===== src/rtl/jtpopeye_rom_pkg.sv =====
// Shared types and constants for the Popeye ROM arbiter.
//   - Arbiter FSM state type.
//   - Client index map: CPU, char/background, sprites, sound.
//   - Default bus geometry.
//   - wrap_idx helper for modulo-N index arithmetic.
package jtpopeye_rom_pkg;

    localparam int unsigned ROM_N  = 4;
    localparam int unsigned ROM_AW = 22;
    localparam int unsigned ROM_DW = 32;

    localparam int unsigned CLI_CPU  = 0;
    localparam int unsigned CLI_CHAR = 1;
    localparam int unsigned CLI_OBJ  = 2;
    localparam int unsigned CLI_SND  = 3;

    typedef enum logic [1:0] {
        StIdle,
        StReq,
        StWait
    } arb_state_e;

    // (base + ofs) mod n; n need not be a power of two.
    function automatic int unsigned wrap_idx(int unsigned base, int unsigned ofs,
                                             int unsigned n);
        return (base + ofs) % n;
    endfunction

endpackage


===== src/rtl/jtpopeye_rom_pick.sv =====
// Combinational N-way grant picker for the ROM arbiter.
// Default build: round-robin, the first missing client at or after ptr_i wins.
// With JTPOPEYE_ROMARB_PRIO_EN defined: fixed priority, lowest index wins and
// ptr_i is ignored.
// Ports:
//   miss_i    - per-client miss vector
//   ptr_i     - round-robin start index
//   gnt_oh_o  - one-hot grant
//   gnt_idx_o - index of the granted client
//   any_o     - at least one client was granted
module jtpopeye_rom_pick
    import jtpopeye_rom_pkg::*;
#(
    parameter int unsigned N  = ROM_N,
    parameter int unsigned PW = (N > 1) ? $clog2(N) : 1
) (
    input  logic [N-1:0]  miss_i,
    input  logic [PW-1:0] ptr_i,
    output logic [N-1:0]  gnt_oh_o,
    output logic [PW-1:0] gnt_idx_o,
    output logic          any_o
);

    logic [PW-1:0] idx;

`ifdef JTPOPEYE_ROMARB_PRIO_EN
    logic unused_ptr;
    assign unused_ptr = ^ptr_i;
`endif

    always_comb begin
        gnt_oh_o  = '0;
        gnt_idx_o = '0;
        any_o     = 1'b0;
        idx       = '0;
        for (int unsigned k = 0; k < N; k++) begin
`ifdef JTPOPEYE_ROMARB_PRIO_EN
            idx = PW'(k);
`else
            idx = PW'(wrap_idx(32'(ptr_i), k, N));
`endif
            if (!any_o && miss_i[idx]) begin
                any_o         = 1'b1;
                gnt_oh_o[idx] = 1'b1;
                gnt_idx_o     = idx;
            end
        end
    end

endmodule


===== src/rtl/jtpopeye_rom_arb.sv =====
// Shares one SDRAM read port among N ROM clients (CPU, char, sprites, sound).
// Each client owns a one-entry tag/data cache; hits are answered combinationally
// from the registered tag/valid, misses are fetched one at a time.
// Arbitration is round-robin by default; define JTPOPEYE_ROMARB_PRIO_EN for
// fixed priority (client 0, the CPU, always first).
// Ports:
//   clk, rst       - system clock, synchronous active-high reset
//   loop_rst       - frame ROM loop reset, same effect as rst
//   downloading    - ROM download active: no requests, caches invalidated
//   cli_cs/addr    - per-client request and word address (AW bits each)
//   cli_ok/data    - per-client hit flag and cached word (DW bits each)
//   sdram_addr/req - request to the SDRAM controller
//   sdram_ack      - request accepted pulse
//   data_read/rdy  - read data and its valid pulse
//   refresh_en     - arbiter idle with nothing pending, refresh allowed
module jtpopeye_rom_arb
    import jtpopeye_rom_pkg::*;
#(
    parameter int unsigned N  = ROM_N,
    parameter int unsigned AW = ROM_AW,
    parameter int unsigned DW = ROM_DW
) (
    input  logic            clk,
    input  logic            rst,
    input  logic            loop_rst,
    input  logic            downloading,
    input  logic [N-1:0]    cli_cs,
    input  logic [N*AW-1:0] cli_addr,
    output logic [N-1:0]    cli_ok,
    output logic [N*DW-1:0] cli_data,
    output logic [AW-1:0]   sdram_addr,
    output logic            sdram_req,
    input  logic            sdram_ack,
    input  logic [DW-1:0]   data_read,
    input  logic            data_rdy,
    output logic            refresh_en
);

    localparam int unsigned PW = (N > 1) ? $clog2(N) : 1;

    arb_state_e           state_q, state_d;
    logic [N-1:0]         valid_q, valid_d;
    logic [N-1:0][AW-1:0] tag_q, tag_d;
    logic [N-1:0][DW-1:0] data_q, data_d;
    logic [PW-1:0]        ptr_q, ptr_d;
    logic [PW-1:0]        gnt_q, gnt_d;
    logic [AW-1:0]        addr_q, addr_d;
    logic                 req_q, req_d;
    logic                 refresh_q, refresh_d;

    logic [N-1:0]         hit, miss;
    logic [N-1:0]         pick_oh;
    logic [PW-1:0]        pick_idx;
    logic                 pick_any;
    logic [AW-1:0]        gnt_addr;

    for (genvar g = 0; g < N; g++) begin : g_hit
        assign hit[g] = valid_q[g] & (cli_addr[g*AW +: AW] == tag_q[g]);
    end

    assign miss     = cli_cs & ~hit;
    assign cli_ok   = cli_cs & hit;
    assign cli_data = data_q;

    jtpopeye_rom_pick #(
        .N  (N),
        .PW (PW)
    ) u_pick (
        .miss_i    (miss),
        .ptr_i     (ptr_q),
        .gnt_oh_o  (pick_oh),
        .gnt_idx_o (pick_idx),
        .any_o     (pick_any)
    );

    // AND-OR mux of the granted client's address
    always_comb begin
        gnt_addr = '0;
        for (int unsigned i = 0; i < N; i++) begin
            if (pick_oh[i]) gnt_addr = gnt_addr | cli_addr[i*AW +: AW];
        end
    end

    always_comb begin
        state_d   = state_q;
        valid_d   = valid_q;
        tag_d     = tag_q;
        data_d    = data_q;
        ptr_d     = ptr_q;
        gnt_d     = gnt_q;
        addr_d    = addr_q;
        req_d     = req_q;
        refresh_d = refresh_q;

        case (state_q)
            StIdle: begin
                if (downloading) begin
                    valid_d   = '0;
                    refresh_d = 1'b1;
                end else if (pick_any) begin
                    gnt_d     = pick_idx;
                    addr_d    = gnt_addr;
                    req_d     = 1'b1;
                    refresh_d = 1'b0;
                    state_d   = StReq;
                end else begin
                    refresh_d = 1'b1;
                end
            end
            StReq: begin
                if (sdram_ack) begin
                    req_d   = 1'b0;
                    state_d = StWait;
                    // Ack and data in one cycle: fill straight away
                    if (data_rdy) begin
                        tag_d[gnt_q]   = addr_q;
                        data_d[gnt_q]  = data_read;
                        valid_d[gnt_q] = 1'b1;
                        ptr_d          = PW'(wrap_idx(32'(gnt_q), 1, N));
                        state_d        = StIdle;
                    end
                end
            end
            StWait: begin
                // Fill with the latched address even if the client moved on
                if (data_rdy) begin
                    tag_d[gnt_q]   = addr_q;
                    data_d[gnt_q]  = data_read;
                    valid_d[gnt_q] = 1'b1;
                    ptr_d          = PW'(wrap_idx(32'(gnt_q), 1, N));
                    state_d        = StIdle;
                end
            end
            default: state_d = StIdle;
        endcase
    end

    always_ff @(posedge clk) begin
        if (rst || loop_rst) begin
            state_q   <= StIdle;
            valid_q   <= '0;
            tag_q     <= '0;
            data_q    <= '0;
            ptr_q     <= '0;
            gnt_q     <= '0;
            addr_q    <= '0;
            req_q     <= 1'b0;
            refresh_q <= 1'b1;
        end else begin
            state_q   <= state_d;
            valid_q   <= valid_d;
            tag_q     <= tag_d;
            data_q    <= data_d;
            ptr_q     <= ptr_d;
            gnt_q     <= gnt_d;
            addr_q    <= addr_d;
            req_q     <= req_d;
            refresh_q <= refresh_d;
        end
    end

    assign sdram_addr = addr_q;
    assign sdram_req  = req_q;
    assign refresh_en = refresh_q;

endmodule


===== config.mk =====
export PLATFORM = sky130hd
export DESIGN_NAME = jtpopeye_rom_arb
export DESIGN_NICKNAME = d
export VERILOG_FILES = /design/src/rtl/jtpopeye_rom_pkg.sv /design/src/rtl/jtpopeye_rom_pick.sv /design/src/rtl/jtpopeye_rom_arb.sv
export SDC_FILE = /design/constraint.sdc
export NUM_CORES = 1
export LEC_CHECK = 0
export CAP_MARGIN = 20
export CORE_MARGIN = 2
export CORE_UTILIZATION = 45
export DETAILED_ROUTE_END_ITERATION = 7
export PLACE_DENSITY = 0.82
export SLEW_MARGIN = 20
export SYNTH_ARGS = -nofsm -noshare
export SYNTH_HDL_FRONTEND = slang
export SYNTH_HIERARCHICAL = 1
export SYNTH_SLANG_ARGS = --single-unit

===== constraint.sdc =====
create_clock -name clk -period 3.5 [get_ports clk]
set_clock_uncertainty 0.2 [all_clocks]
set_input_delay 0.35 -clock clk [delete_from_list [all_inputs] [get_ports clk]]
set_output_delay 0.35 -clock clk [all_outputs]
set_load 0.1 [all_outputs]

==> results of run 1 <==
## registers in the layout, summed over array words and instances (netlist names)
name,cells
valid_q,4
sdram_addr,22
state_q,2
refresh_en,1
sdram_req,1
gnt_q,2
tag_q,88
cli_data,128
ptr_q,2
## worst reg2reg max path, stage by stage, from the launching register on
cell and delay [ps]:
dfxtp_1 330, xnor2_2 220, nand4_1 190, nor4_4 360, a31oi_4 180, mux4_2 560, and2b_2 270, buf_4 150
a22oi_2 180, o21ai_4 120, buf_2 220, a221oi_1 290, a21oi_1 100
## through the flow
step                setup WS (ps)  instances
floorplan                     280       1307
global placement             -877       1899
detailed placement           -958       1899
CTS                          18.2       1951
global route                 -113       1954
finish                      -1.49       1954
## cell families (layout without fill, tap and decap cells)
group	after synthesis	after routing	synth area share
AND/OR/NAND/NOR	507	507	0.195
AO/OA/AOI/OAI	339	339	0.181
flip-flops	250	250	0.470
buffers and inverters	100	428	0.0514
XOR/XNOR	88	88	0.0723
adder cells (fa/ha/maj)	14	14	0.0164
multiplexers	9	9	0.0141
## cell type report
| cell class | instances | area, um^2 |
|---|---|---|
| inverter | 10 | 37.5 |
| multi-input combinational | 957 | 5390 |
| clock inverter | 12 | 153 |
| sequential | 250 | 5000 |
| tap | 319 | 399 |
| timing repair buffer | 368 | 3620 |
| clock buffer | 38 | 747 |
| fill | 1911 | 7980 |
## layer usage
metal  routed length [um]  track usage  up-vias
li1                     -            -     5021
met1                15100        0.387     5097
met2                17600        0.455      592
met3                 3400       0.0402      123
met4                 1690        0.127        0
met5                    0            0        -
## cells in the mapped netlist, types with 2 or more instances
cell,instances,area [um^2]
o21ai_0,28,140
a22o_1,21,184
mux2i_1,3,30.0
buf_6,13,146
mux4_1,2,52.6
buf_4,15,113
nand3_1,2,10.0
nand2_1,434,1630
mux4_2,2,45.0
buf_1,13,48.8
nor2_1,17,63.8
inv_1,10,37.5
nand3_2,4,40.0
nand4_1,19,119
xor2_1,17,149
a221oi_1,22,193
clkbuf_1,34,128
dfxtp_1,250,5000
xnor2_1,71,622
buf_2,15,75.1
a21boi_0,3,22.5
nor2b_1,2,12.5
and3_1,7,43.8
and2_1,2,12.5
ha_1,14,175
nand2b_1,4,25.0
mux2_2,2,22.5
a21oi_1,246,1230
nor4_1,10,62.6
a22oi_1,10,75.1
## path summary, 6_finish.rpt
check                                    end  cells past startpoint  slack [ps]                 startpoint
hold / removal    sdram_addr[8]$_SDFFE_PP0P_                      5         130               cli_addr[74]
setup reg to reg  sdram_addr[3]$_SDFFE_PP0P_                     12          30     tag_q[60]$_SDFFE_PP0P_
setup / recovery  sdram_addr[3]$_SDFFE_PP0P_                     13          -1               cli_addr[45]
hold reg to reg    cli_data[32]$_SDFFE_PP0P_                      2         250  cli_data[32]$_SDFFE_PP0P_
## power by group through the flow
stage	clock (mW)	sequential (mW)	combinational, mW
after floorplan	0	3.08	0.239
after global placement	0	2.97	0.733
after detailed placement	0	2.97	0.736
after CTS	2.93	2.90	0.745
after global routing	3.06	2.90	0.826
final	2.90	2.90	0.793
## what timing repair did
action                                 CTS  global route
endpoints found under the hold margin    0             0
gates resized for setup                 12            46
pin swaps                                1            10
setup endpoints to repair               28            28
setup buffers                            2             1
cloned                                   0             2
==> flow_summary_export.csv, run 1 <==
group,metric,value,unit
outcome,status,"finished, violations left",
outcome,violations,"setup timing",
pwr,power_switching,1.69,mW
place,placed_cell_area,0.0141,mm^2
worst_hold_path,hold_class,"in2reg",
sta,maxSlewViolCount,0,
yosys,syn_nets,1451,
detailed_routing,finalWirelength,37700,um
sta,final.setup.tns,-1.49,ps
worst_setup_path,crit_family,"buffers and inverters",
floorplanning,ios,286,
clock_tree,ctsHoldBuffers,0,
clock_tree,cts_buffer_depth,3,
worst_setup_path,worstPathArrival,3720,ps
floorplanning,start_util,0.457,
worst_setup_path,crit_path_end_kind,"register",
flow_run,max_cap_violations,0,
clock_tree,clockRootBuffer,"clkbuf_16",
floorplanning,placementRows,56,
floorplanning,dieArea,0.0249,mm^2
pwr,total_power,6.60,mW
pwr,p_seq_frac,0.440,
clock_tree,clkTransAtPathRegs,60,ps
sta,worst_hold_slack,129,ps
sta,finalSetupViolCount,1,
detailed_routing,wl_per_cell,19.3,um
cells_and_area,fin_nets,1758,
cells_and_area,final_cell_mix,"434 x nand2_1, 274 x clkdlybuf4s50_1, 250 x dfxtp_1",
sta,hold_viol_final,0,
sta,setup_ws,-1.49,ps
pwr,peakVddDrop,0.346,mV
detailed_routing,vias,10800,
clock_tree,cts_tree,"built",
pwr,internal-power,4.91,mW
yosys,ys_types,45,
worst_setup_path,crit_type,"in2reg",
place,dp_hpwl,26400,um
detailed_routing,drt_pass1_iterations,5,
worst_setup_path,worst_setup_path_start_kind,"input port",
pwr,power_density,430,mW/mm^2
yosys,synthArstFlopShare,0,
detailed_routing,ant_nets,0,
clock_tree,cts_made_buffers,27,
floorplanning,fp.dieW,158,um
sta,finalCritPeriodShare,1.00,
sta,tightestPinTransition,1050,ps
yosys,ys_ff_latch,250,
clock_tree,htreeDepth,1,
detailed_routing,drc_errors,0,
worst_setup_path,path_buf_inv,3,
floorplanning,coreArea,0.0233,mm^2
yosys,avgSynthCellArea,8.15,um^2
global_routing,overflow,0,
yosys,synth_cells,1307,
worst_setup_path,cp.required,3720,ps
clock_tree,clock_latency,540,ps
yosys,synth-edff-count,0,
cells_and_area,fin_area,0.0154,mm^2
pwr,clockPowerShare,0.440,
place,place_congestion,0.972,
sta,slew-limit-headroom,0.301,
sta,fmax,0.286,GHz
worst_setup_path,slowest_stage,"mux4_2",
global_routing,antenna_found_initial,0,
worst_setup_path,path_max_fanout,6,
pwr,p_sw_frac,0.256,
yosys,synth_ff_type,"dfxtp_1",
worst_setup_path,slowest_delay,550,ps
global_routing,grt_usage,0.286,
detailed_routing,dr.first_iter.drc_count,1015,
yosys,yosys_warnings,6,
yosys,seq_area_frac_synth,0.470,
cells_and_area,syn2layout_area_growth,44.1,%
global_routing,grt_pass1_vias,10100,
clock_tree,clock_sinks,250,
place,io_buffers,285,
cells_and_area,diodes,0,
floorplanning,die_height,158,um
cells_and_area,layout_commonest_cell,"nand2_1",
global_routing,grt_first_pass_wirelength,55800,um
cells_and_area,final_util,0.658,
sta,rsz0062_at_grt,"yes",
pwr,leakage,5.08,nW
cells_and_area,drive_above_1_share,0.119,
worst_setup_path,crit_chain,"clkdlybuf4s50_1, xnor2_1, nand4_1, nor4_4, a31oi_4, mux4_2, and2b_2, buf_4, a22oi_2, o21ai_4, buf_2, a221oi_1, a21oi_1",
pwr,p_comb_frac,0.120,
detailed_routing,viasPerCell,5.54,
sta,final.min_clock_period,3500,ps
yosys,syn_area,0.0107,mm^2
global_routing,grt_max_degree,67,
(Power assumes the default switching activity.)
==> run 2: changes to the inputs <==
Settings changed: CTS_BUF_LIST set to sky130_fd_sc_hd__clkbuf_8.
==> run 2 against run 1 <==
Net effect:
- the flow now finishes without violations
- largest power group unchanged
- wire length about the same
- worst setup slack better by 27 ps
- sequential power barely moved
- clock-buffer cell count rose by 19
- sequential cell count stayed put
- first-iteration DRC count up 5.5%
- final cell count is 1.3% higher
- critical path depth unchanged
- critical endpoint is now sdram_addr[10]$_SDFFE_PP0P_
- non-clock buffer count stayed put
- register-to-register slack gained 20 ps
==> flow_summary_export.csv, run 2 (synthesized netlist as in run 1, its figures left out) <==
group,metric,value,unit
outcome,status,"completed",
sta,setup_ws,25.2,ps
sta,tightestPinTransition,1040,ps
global_routing,overflow,0,
clock_tree,clkTransAtPathRegs,70,ps
global_routing,grt_max_degree,67,
worst_setup_path,worst_setup_path_start_kind,"input port",
pwr,power_density,415,mW/mm^2
detailed_routing,wl_per_cell,19.1,um
flow_run,max_cap_violations,0,
clock_tree,cts_buffer_depth,3,
detailed_routing,ant_nets,0,
sta,finalSetupViolCount,0,
cells_and_area,nFillCells,1921,
clock_tree,htreeDepth,2,
detailed_routing,drt-met1-wl,15200,um
floorplanning,die_height,158,um
clock_tree,clock_latency,560,ps
sta,finalCritPeriodShare,0.993,
floorplanning,ios,286,
detailed_routing,wl_met3,3370,um
cells_and_area,largest_reg_flops,128,
floorplanning,start_util,0.457,
floorplanning,coreArea,0.0233,mm^2
detailed_routing,dr.first_iter.drc_count,1071,
pwr,peakVddDrop,0.283,mV
place,place_congestion,0.972,
worst_setup_path,crit_path_end_kind,"register",
worst_hold_path,hold_class,"in2reg",
detailed_routing,highest_layer,"met4",
cells_and_area,fin_area,0.0153,mm^2
sta,final.min_clock_period,3470,ps
global_routing,grt_usage,0.290,
worst_setup_path,crit_type,"in2reg",
global_routing,grt_pass1_vias,10200,
floorplanning,dieArea,0.0249,mm^2
cells_and_area,diodes,0,
detailed_routing,drt_pass1_iterations,6,
sta,fmax,0.288,GHz
pwr,leakage,5.13,nW
place,io_buffers,285,
global_routing,antenna_found_initial,0,
cells_and_area,syn2layout_area_growth,43.6,%
worst_setup_path,cp.required,3710,ps
floorplanning,fp.dieW,158,um
floorplanning,placementRows,56,
clock_tree,clockRootBuffer,"clkbuf_8",
sta,slew-limit-headroom,0.303,
global_routing,grt_first_pass_wirelength,56400,um
clock_tree,clock_sinks,250,
detailed_routing,vias,10900,
cells_and_area,fin_nets,1773,
worst_setup_path,path_max_fanout,12,
detailed_routing,finalWirelength,37800,um
place,placed_cell_area,0.0141,mm^2
clock_tree,cts_tree,"built",
detailed_routing,viasPerCell,5.52,
worst_setup_path,worstPathArrival,3680,ps
sta,maxSlewViolCount,0,
sta,hold_viol_final,0,
cells_and_area,drive_above_1_share,0.128,
sta,rsz0062_at_grt,"yes",
place,dp_hpwl,26400,um
cells_and_area,final_cell_mix,"434 x nand2_1, 274 x clkdlybuf4s50_1, 250 x dfxtp_1",
cells_and_area,layout_commonest_cell,"nand2_1",
detailed_routing,wl_met2,17500,um
detailed_routing,drc_errors,0,
clock_tree,cts_made_buffers,42,
pwr,total_power,6.35,mW
place,dp_slack,-958,ps
## run 2: area by class of cell
type,count,area [um^2],share of cell area
multi-input cells,957,5360,0.350
flip-flops and latches,250,5000,0.327
repair buffers,368,3620,0.237
clock buffers,57,785,0.0513
well taps,319,399,0.0261
clock inverters,19,92.6,0.00605
inverters,10,37.5,0.00245
## run 2: final timing paths
kind / from / to / slack (ps) / cells after the start
setup / recovery: cli_addr[60] / sdram_addr[10]$_SDFFE_PP0P_ / 30 / 13
hold / removal: cli_addr[74] / sdram_addr[8]$_SDFFE_PP0P_ / 170 / 5
setup reg to reg: tag_q[60]$_SDFFE_PP0P_ / sdram_addr[10]$_SDFFE_PP0P_ / 50 / 12
hold reg to reg: cli_data[49]$_SDFFE_PP0P_ / cli_data[49]$_SDFFE_PP0P_ / 250 / 2
## run 2: repair_timing
item                       in CTS  in global routing
pin swaps                       2                 11
resized for setup              14                 37
hold endpoints to repair        0                  0
setup endpoints to repair      28                 28
hold buffers                    0                  0
setup buffers                   2                  3
## run 2: critical path, stage by stage
cell and delay [ps]:
clkdlybuf4s50_1 500, xnor2_2 290, nand4_1 200, nor4_4 350, a31oi_4 170, mux4_2 560, buf_4 180, a22oi_1 210
o21ai_2 140, buf_6 180, a22o_1 210, a221oi_1 240, a21oi_1 100
## run 2: layer usage
metal | up-vias | global-route usage
met3 | 141 | 0.0569
met1 | 5124 | 0.382
met4 | 0 | 0.134
met2 | 607 | 0.460
met5 | - | 0
li1 | 5063 | -
## run 2: per-stage QoR
stage / hold WS (ps) / util / TNS, ps / cells
after floorplan: 236 / - / 0 / 1307
after global placement: 241 / 0.605 / -22380 / 1899
after detailed placement: 246 / 0.605 / -24330 / 1899
after CTS: 224 / 0.646 / 0 / 1977
after global routing: 239 / 0.656 / -370 / 1980
final: 171 / 0.656 / 0 / 1980
## run 2: power breakdown
| part | internal (mW) | switching [mW] | total (mW) |
|---|---|---|---|
| Combinational | 0.328 | 0.459 | 0.787 |
| Clock | 1.46 | 1.21 | 2.66 |
| Sequential | 2.87 | 0.0379 | 2.91 |
| Total | 4.65 | 1.70 | 6.35 |
